[config.mk]
export PLATFORM = sky130hd
export DESIGN_NAME = bot_rod_controller
export DESIGN_NICKNAME = d
export VERILOG_FILES = /design/src/rtl/bot_pkg.sv /design/src/rtl/bot_lane_select.sv /design/src/rtl/bot_rod_controller.sv
export SDC_FILE = /design/constraint.sdc
export NUM_CORES = 1
export LEC_CHECK = 0
export ABC_AREA = 1
export ABC_CLOCK_PERIOD_IN_PS = 19930
export BUFFER_PORTS_ARGS = -buffer_cell sky130_fd_sc_hd__buf_2
export CAP_MARGIN = 20
export CELL_PAD_IN_SITES_DETAIL_PLACEMENT = 0
export CELL_PAD_IN_SITES_GLOBAL_PLACEMENT = 1
export CORE_ASPECT_RATIO = 0.75
export CORE_MARGIN = 5
export CORE_UTILIZATION = 46
export CTS_CLUSTER_DIAMETER = 120
export DETAILED_ROUTE_END_ITERATION = 6
export PLACE_DENSITY = 0.91
export SETUP_SLACK_MARGIN = 0.02
export SYNTH_ARGS = -nofsm -noshare
export SYNTH_HDL_FRONTEND = slang
export SYNTH_SLANG_ARGS = --single-unit
[constraint.sdc]
create_clock -name clk -period 19.93 [get_ports clk]
set_input_delay 1.993 -clock clk [delete_from_list [all_inputs] [get_ports clk]]
set_output_delay 1.993 -clock clk [all_outputs]
set_load 0.02 [all_outputs]
[src/rtl/bot_pkg.sv]
// bot_pkg: shared constants and kick state encoding for the bot rod controller
package bot_pkg;
  localparam int FIXED_POINT_MULTIPLIER = 64;
  localparam int FRAME_H = 480;
  typedef enum logic [1:0] {IDLE, KICK, COOLDOWN} kick_state_t;
endpackage

[src/rtl/bot_lane_select.sv]
// bot_lane_select: picks the player lane nearest the target and its Y error
module bot_lane_select #(
  parameter int NUM_PLAYERS = 3,
  parameter int PLAYER_SPACING = 128
) (
  input  logic signed [13:0] target_y,
  input  logic signed [10:0] rod_y,
  output logic        [1:0]  lane,
  output logic signed [13:0] err
);
  logic signed [13:0] rod_ext, d, q;
  // round to the nearest player by biasing with half a spacing, then clamp
  always_comb begin
    rod_ext = 14'(rod_y);
    d = target_y - rod_ext + 14'(PLAYER_SPACING / 2);
    q = d / 14'(PLAYER_SPACING);
    lane = q < 14'sd0 ? 2'd0 : q > 14'(NUM_PLAYERS - 1) ? 2'(NUM_PLAYERS - 1) : q[1:0];
    err = target_y - rod_ext - $signed(14'(lane)) * 14'(PLAYER_SPACING);
  end
endmodule

[src/rtl/bot_rod_controller.sv]
// bot_rod_controller: frame-stepped rod tracking with wall blocking and kick FSM (optional BOT_PREDICT_EN)
module bot_rod_controller import bot_pkg::*; #(
  parameter int NUM_PLAYERS = 3,
  parameter int PLAYER_SPACING = 128,
  parameter int INITIAL_X = 120,
  parameter int INITIAL_Y = 0,
  parameter int TRACK_SPEED = 50,
  parameter int DEADBAND = 4,
  parameter int Y_MIN = 0,
  parameter int Y_MAX = 192,
  parameter int KICK_FRAMES = 15,
  parameter int COOLDOWN_FRAMES = 30
) (
  input  logic               clk,
  input  logic               reset,
  input  logic               startOfFrame,
  input  logic               collision,
  input  logic               collision1,
  input  logic        [3:0]  HitEdgeCode,
  input  logic        [10:0] ballTLY,
  output logic               kick,
  output logic signed [10:0] topLeftX,
  output logic signed [10:0] topLeftY
);
  logic signed [17:0] pos, raw_step, step, sum, nxt;
  logic signed [13:0] target_y, err, e_abs;
  logic        [1:0]  lane;
  logic               top_flag, bot_flag, blk_up, blk_dn, hit;
  kick_state_t        state;
  logic        [15:0] cnt;
  assign topLeftX = 11'(INITIAL_X);
  assign topLeftY = 11'(pos / 18'(FIXED_POINT_MULTIPLIER));
`ifdef BOT_PREDICT_EN
  logic        [10:0] prev_ball;
  logic signed [13:0] ball_s, pred;
  // extrapolate two frames ahead of the observed ball velocity, kept on screen
  always_comb begin
    ball_s = $signed({3'b0, ballTLY});
    pred = ball_s + 14'sd2 * (ball_s - $signed({3'b0, prev_ball}));
    target_y = pred < 14'sd0 ? 14'sd0 : pred > 14'(FRAME_H - 1) ? 14'(FRAME_H - 1) : pred;
  end
  // remember the ball position seen at the last frame start
  always_ff @(posedge clk)
    if (reset) prev_ball <= '0;
    else if (startOfFrame) prev_ball <= ballTLY;
`else
  assign target_y = $signed({3'b0, ballTLY});
`endif
  bot_lane_select #(.NUM_PLAYERS(NUM_PLAYERS), .PLAYER_SPACING(PLAYER_SPACING)) u_lane (
    .target_y(target_y),
    .rod_y(topLeftY),
    .lane(lane),
    .err(err)
  );
  // choose the step, drop it if a wall blocks that direction, then saturate
  always_comb begin
    e_abs = err < 14'sd0 ? -err : err;
    raw_step = e_abs <= 14'(DEADBAND) ? 18'sd0 : err > 14'sd0 ? 18'(TRACK_SPEED) : -18'(TRACK_SPEED);
    blk_up = top_flag | (collision & HitEdgeCode[2]);
    blk_dn = bot_flag | (collision & HitEdgeCode[0]);
    step = (raw_step < 18'sd0 && blk_up) || (raw_step > 18'sd0 && blk_dn) ? 18'sd0 : raw_step;
    sum = pos + step;
    nxt = sum < 18'(Y_MIN * FIXED_POINT_MULTIPLIER) ? 18'(Y_MIN * FIXED_POINT_MULTIPLIER) :
          sum > 18'(Y_MAX * FIXED_POINT_MULTIPLIER) ? 18'(Y_MAX * FIXED_POINT_MULTIPLIER) : sum;
    hit = collision1 & (|(HitEdgeCode & 4'b1101));
  end
  // position advances once per frame; wall flags stick until a frame start consumes them
  always_ff @(posedge clk)
    if (reset) begin
      pos <= 18'(INITIAL_Y * FIXED_POINT_MULTIPLIER);
      top_flag <= 1'b0;
      bot_flag <= 1'b0;
    end else begin
      if (startOfFrame) pos <= nxt;
      top_flag <= startOfFrame ? 1'b0 : top_flag | (collision & HitEdgeCode[2]);
      bot_flag <= startOfFrame ? 1'b0 : bot_flag | (collision & HitEdgeCode[0]);
    end
  // kick FSM: a hit in IDLE kicks; frame starts time out KICK then COOLDOWN
  always_ff @(posedge clk)
    if (reset) begin
      state <= IDLE;
      cnt <= '0;
      kick <= 1'b0;
    end else
      case (state)
        IDLE:
          if (hit) begin
            state <= KICK;
            cnt <= '0;
            kick <= 1'b1;
          end
        KICK:
          if (startOfFrame) begin
            if (cnt == 16'(KICK_FRAMES - 1)) begin
              state <= COOLDOWN;
              cnt <= '0;
              kick <= 1'b0;
            end else cnt <= cnt + 16'd1;
          end
        COOLDOWN:
          if (startOfFrame) begin
            if (cnt == 16'(COOLDOWN_FRAMES - 1)) begin
              state <= IDLE;
              cnt <= '0;
            end else cnt <= cnt + 16'd1;
          end
        default: begin
          state <= IDLE;
          cnt <= '0;
          kick <= 1'b0;
        end
      endcase
endmodule

==> reports/results.ini <==
[critical_path]
crit_top_cell = nand2_1
crit_type = input port to flip-flop
cp-end-kind = flip-flop
reg2reg_setup_slack_ns = 11.43
cp-start-kind = input port
required_ns = 20.15
crit_fanout = 14
cp.buffers_inverters = 9
slowest_stage = fa_1
r2r_cells = 55
r2r_end = pos[11]
timing.rr.start = pos[6]
crit_arrival_ns = 10.20
critPathTopFamily = simple AND/OR/NAND/NOR gates
slowest_delay_ns = 0.44

[cells_and_area]
syn2layout_area_growth_pct = 6.72
stdcell_area_sq_mm = 0.00453
antenna_cells = 0
layout_commonest_cell = nand2_1
final_nets = 748
layout_common_cells = nand2_1, inv_1, nor2_1
drive_gt1_share_pct = 11.2

[synth]
avgSynthCellArea_sq_um = 6.36
async_flop_share_pct = 0
ys_seq_elements = 37
ys.flop_type = dfxtp_1
mappedNetlistArea_sq_mm = 0.00424
ys_seq_area_share_pct = 17.5
ys_types = 45
yosysWarnings = 0
synth_edf_count = 0
syn_inst = 667

[grt]
antenna_found_initial = 0
overflow = 0
grt_first_pass_wirelength_um = 16900
grt.total_usage_pct = 17.6
first_global_vias = 3829
grt_max_degree = 17

[timing]
relSlewSlack_pct = 40.0
setup_tns_ns = 0
fin_worst_skew_ns = 0.00907
setup_ws_ns = 9.95
hold_viol_final = 0
grt_setup_unrepaired = false
period_share_pct = 50.1
whs_ns = 0.463
fmax_mhz = 100
slew_violations = 0
fin_crit_ns = 9.98
worst_pin_slew_ns = 0.897
finalSetupViolCount = 0

[min_path]
min-delay-start = pos[1]
worstHoldPathCells = 2
min-delay-path-class = flip-flop to flip-flop
worst_hold_path.endpoint = pos[1]

[die]
ios = 43
start_util_pct = 47.1
core-area_sq_mm = 0.00901
rows = 30
die_w_um = 121
die_area_sq_mm = 0.0113
fp.dieH_um = 93.2

[drt]
drtAntennaViolNets = 0
vias = 4119
viasPerCell = 5.16
wirelength_um = 9860
drc = 0
first_iter_violations = 252
dr.pass1.iters = 5
wl_per_cell_um = 12.4

[placed_design]
placed_area_sq_mm = 0.00436
place.gp.congestion = 0.892
port-buffer-count = 30
dp_hpwl_um = 8180
pre_cts_slack_ns = 9.66

[clock_network]
cts.sinks = 37
insertion_delay_ns = 0.29
cts_root_buf = clkbuf_16
cts_tree = yes
cts_setup_buffers = 0
cts_buffers = 5
htree_num_levels = 2
ctsHoldBuffers = 0
clk_pin_slew_worst_paths_ns = 0.06
clock_path_buffers = 2
post_cts_resized = 0

[power]
powerDensity_mw_per_mm2 = 76.1
p_leak_nw = 2.28
peakVddDrop_mv = 0.0368

[run_status]
outcome = finished, final reports clean

[job]
maxCapViolations = 0

[layer usage]
| metal | wire length (um) | vias to the layer above | track usage, % |
|---|---|---|---|
| li1 | - | 2175 | - |
| met1 | 5110 | 1849 | 25.2 |
| met2 | 4300 | 89 | 29.1 |
| met3 | 376 | 6 | 1.93 |
| met4 | 76 | 0 | 2.64 |
| met5 | 0 | - | 0 |
[how the worst max path moves through the flow]
| stage | start | slack (ns) | cells after the start | endpoint |
|---|---|---|---|---|
| 6_report | ballTLY[0] | 9.95 | 57 | pos[11] |
| 5_1_grt | ballTLY[0] | 8.89 | 55 | pos[11] |
| 4_1_cts | ballTLY[0] | 9.92 | 57 | pos[11] |
| 3_5_place_dp | ballTLY[0] | 9.66 | 57 | pos[4] |
| 3_3_place_gp | ballTLY[0] | 9.84 | 55 | pos[3] |
| 2_1_floorplan | ballTLY[0] | 11.04 | 54 | pos[3] |
[Yosys cell counts (5+ instances only)]
| library cell | instances | area, sq um |
|---|---|---|
| nor3_1 | 12 | 60.1 |
| dfxtp_1 | 37 | 741 |
| xor2_1 | 19 | 166 |
| buf_4 | 22 | 165 |
| nand3_2 | 6 | 60.1 |
| a21oi_1 | 30 | 150 |
| nand2_1 | 150 | 563 |
| nor3b_1 | 5 | 37.5 |
| o21ai_0 | 17 | 85.1 |
| nand4_1 | 25 | 156 |
| inv_1 | 109 | 409 |
| nor2_1 | 60 | 225 |
| ha_1 | 40 | 500 |
| nand3_1 | 52 | 260 |
| o21bai_1 | 8 | 60.1 |
| nand2_2 | 11 | 68.8 |
[registers in the layout, indices dropped and copies added (netlist names)]
name,count
state,2
cnt,16
top_flag,1
bot_flag,1
kick,1
pos,16
[worst register-to-register path: cells and delay by family (launching register included)]
family	cells	cell delay, ns
buffers and inverters	7	1.12
AND/OR/NAND/NOR	31	3.14
XOR/XNOR	3	0.62
adder cells (fa/ha/maj)	7	2.10
flip-flops	1	0.35
AO/OA/AOI/OAI	7	1.09
[layout make-up]
| type | instances | area [sq um] |
|---|---|---|
| clock inverters | 3 | 43.8 |
| clock buffers | 5 | 125 |
| inverters | 114 | 428 |
| fillers | 928 | 4480 |
| repair buffers | 31 | 158 |
| flip-flops and latches | 37 | 741 |
| well taps | 112 | 140 |
| multi-input cells | 496 | 2890 |
[report_power, final]
part / switching [mW] / total (mW) / internal, mW
Clock: 0.0319 / 0.0911 / 0.0592
Sequential: 0.00517 / 0.0851 / 0.0799
Combinational: 0.111 / 0.168 / 0.0571
Total: 0.148 / 0.345 / 0.196
[cell families (layout without fill, tap and decap cells)]
group | after synthesis | in the layout | synth area share [%]
other | 2 | 11 | 0.177
AND/OR/NAND/NOR | 339 | 339 | 37.6
buffers and inverters | 143 | 153 | 15.2
XOR/XNOR | 24 | 24 | 5.13
flip-flops | 37 | 37 | 17.5
adder cells (fa/ha/maj) | 43 | 43 | 13.2
AO/OA/AOI/OAI | 79 | 79 | 11.3
[stage by stage]
step,power [mW],utilization (%),instances
global placement,0.249,48.4,790
floorplan,0.223,-,676
finish,0.345,50.3,798
CTS,0.346,50.3,798
global route,0.374,50.3,798
detailed placement,0.254,48.4,790
(Power assumes the default switching activity.)
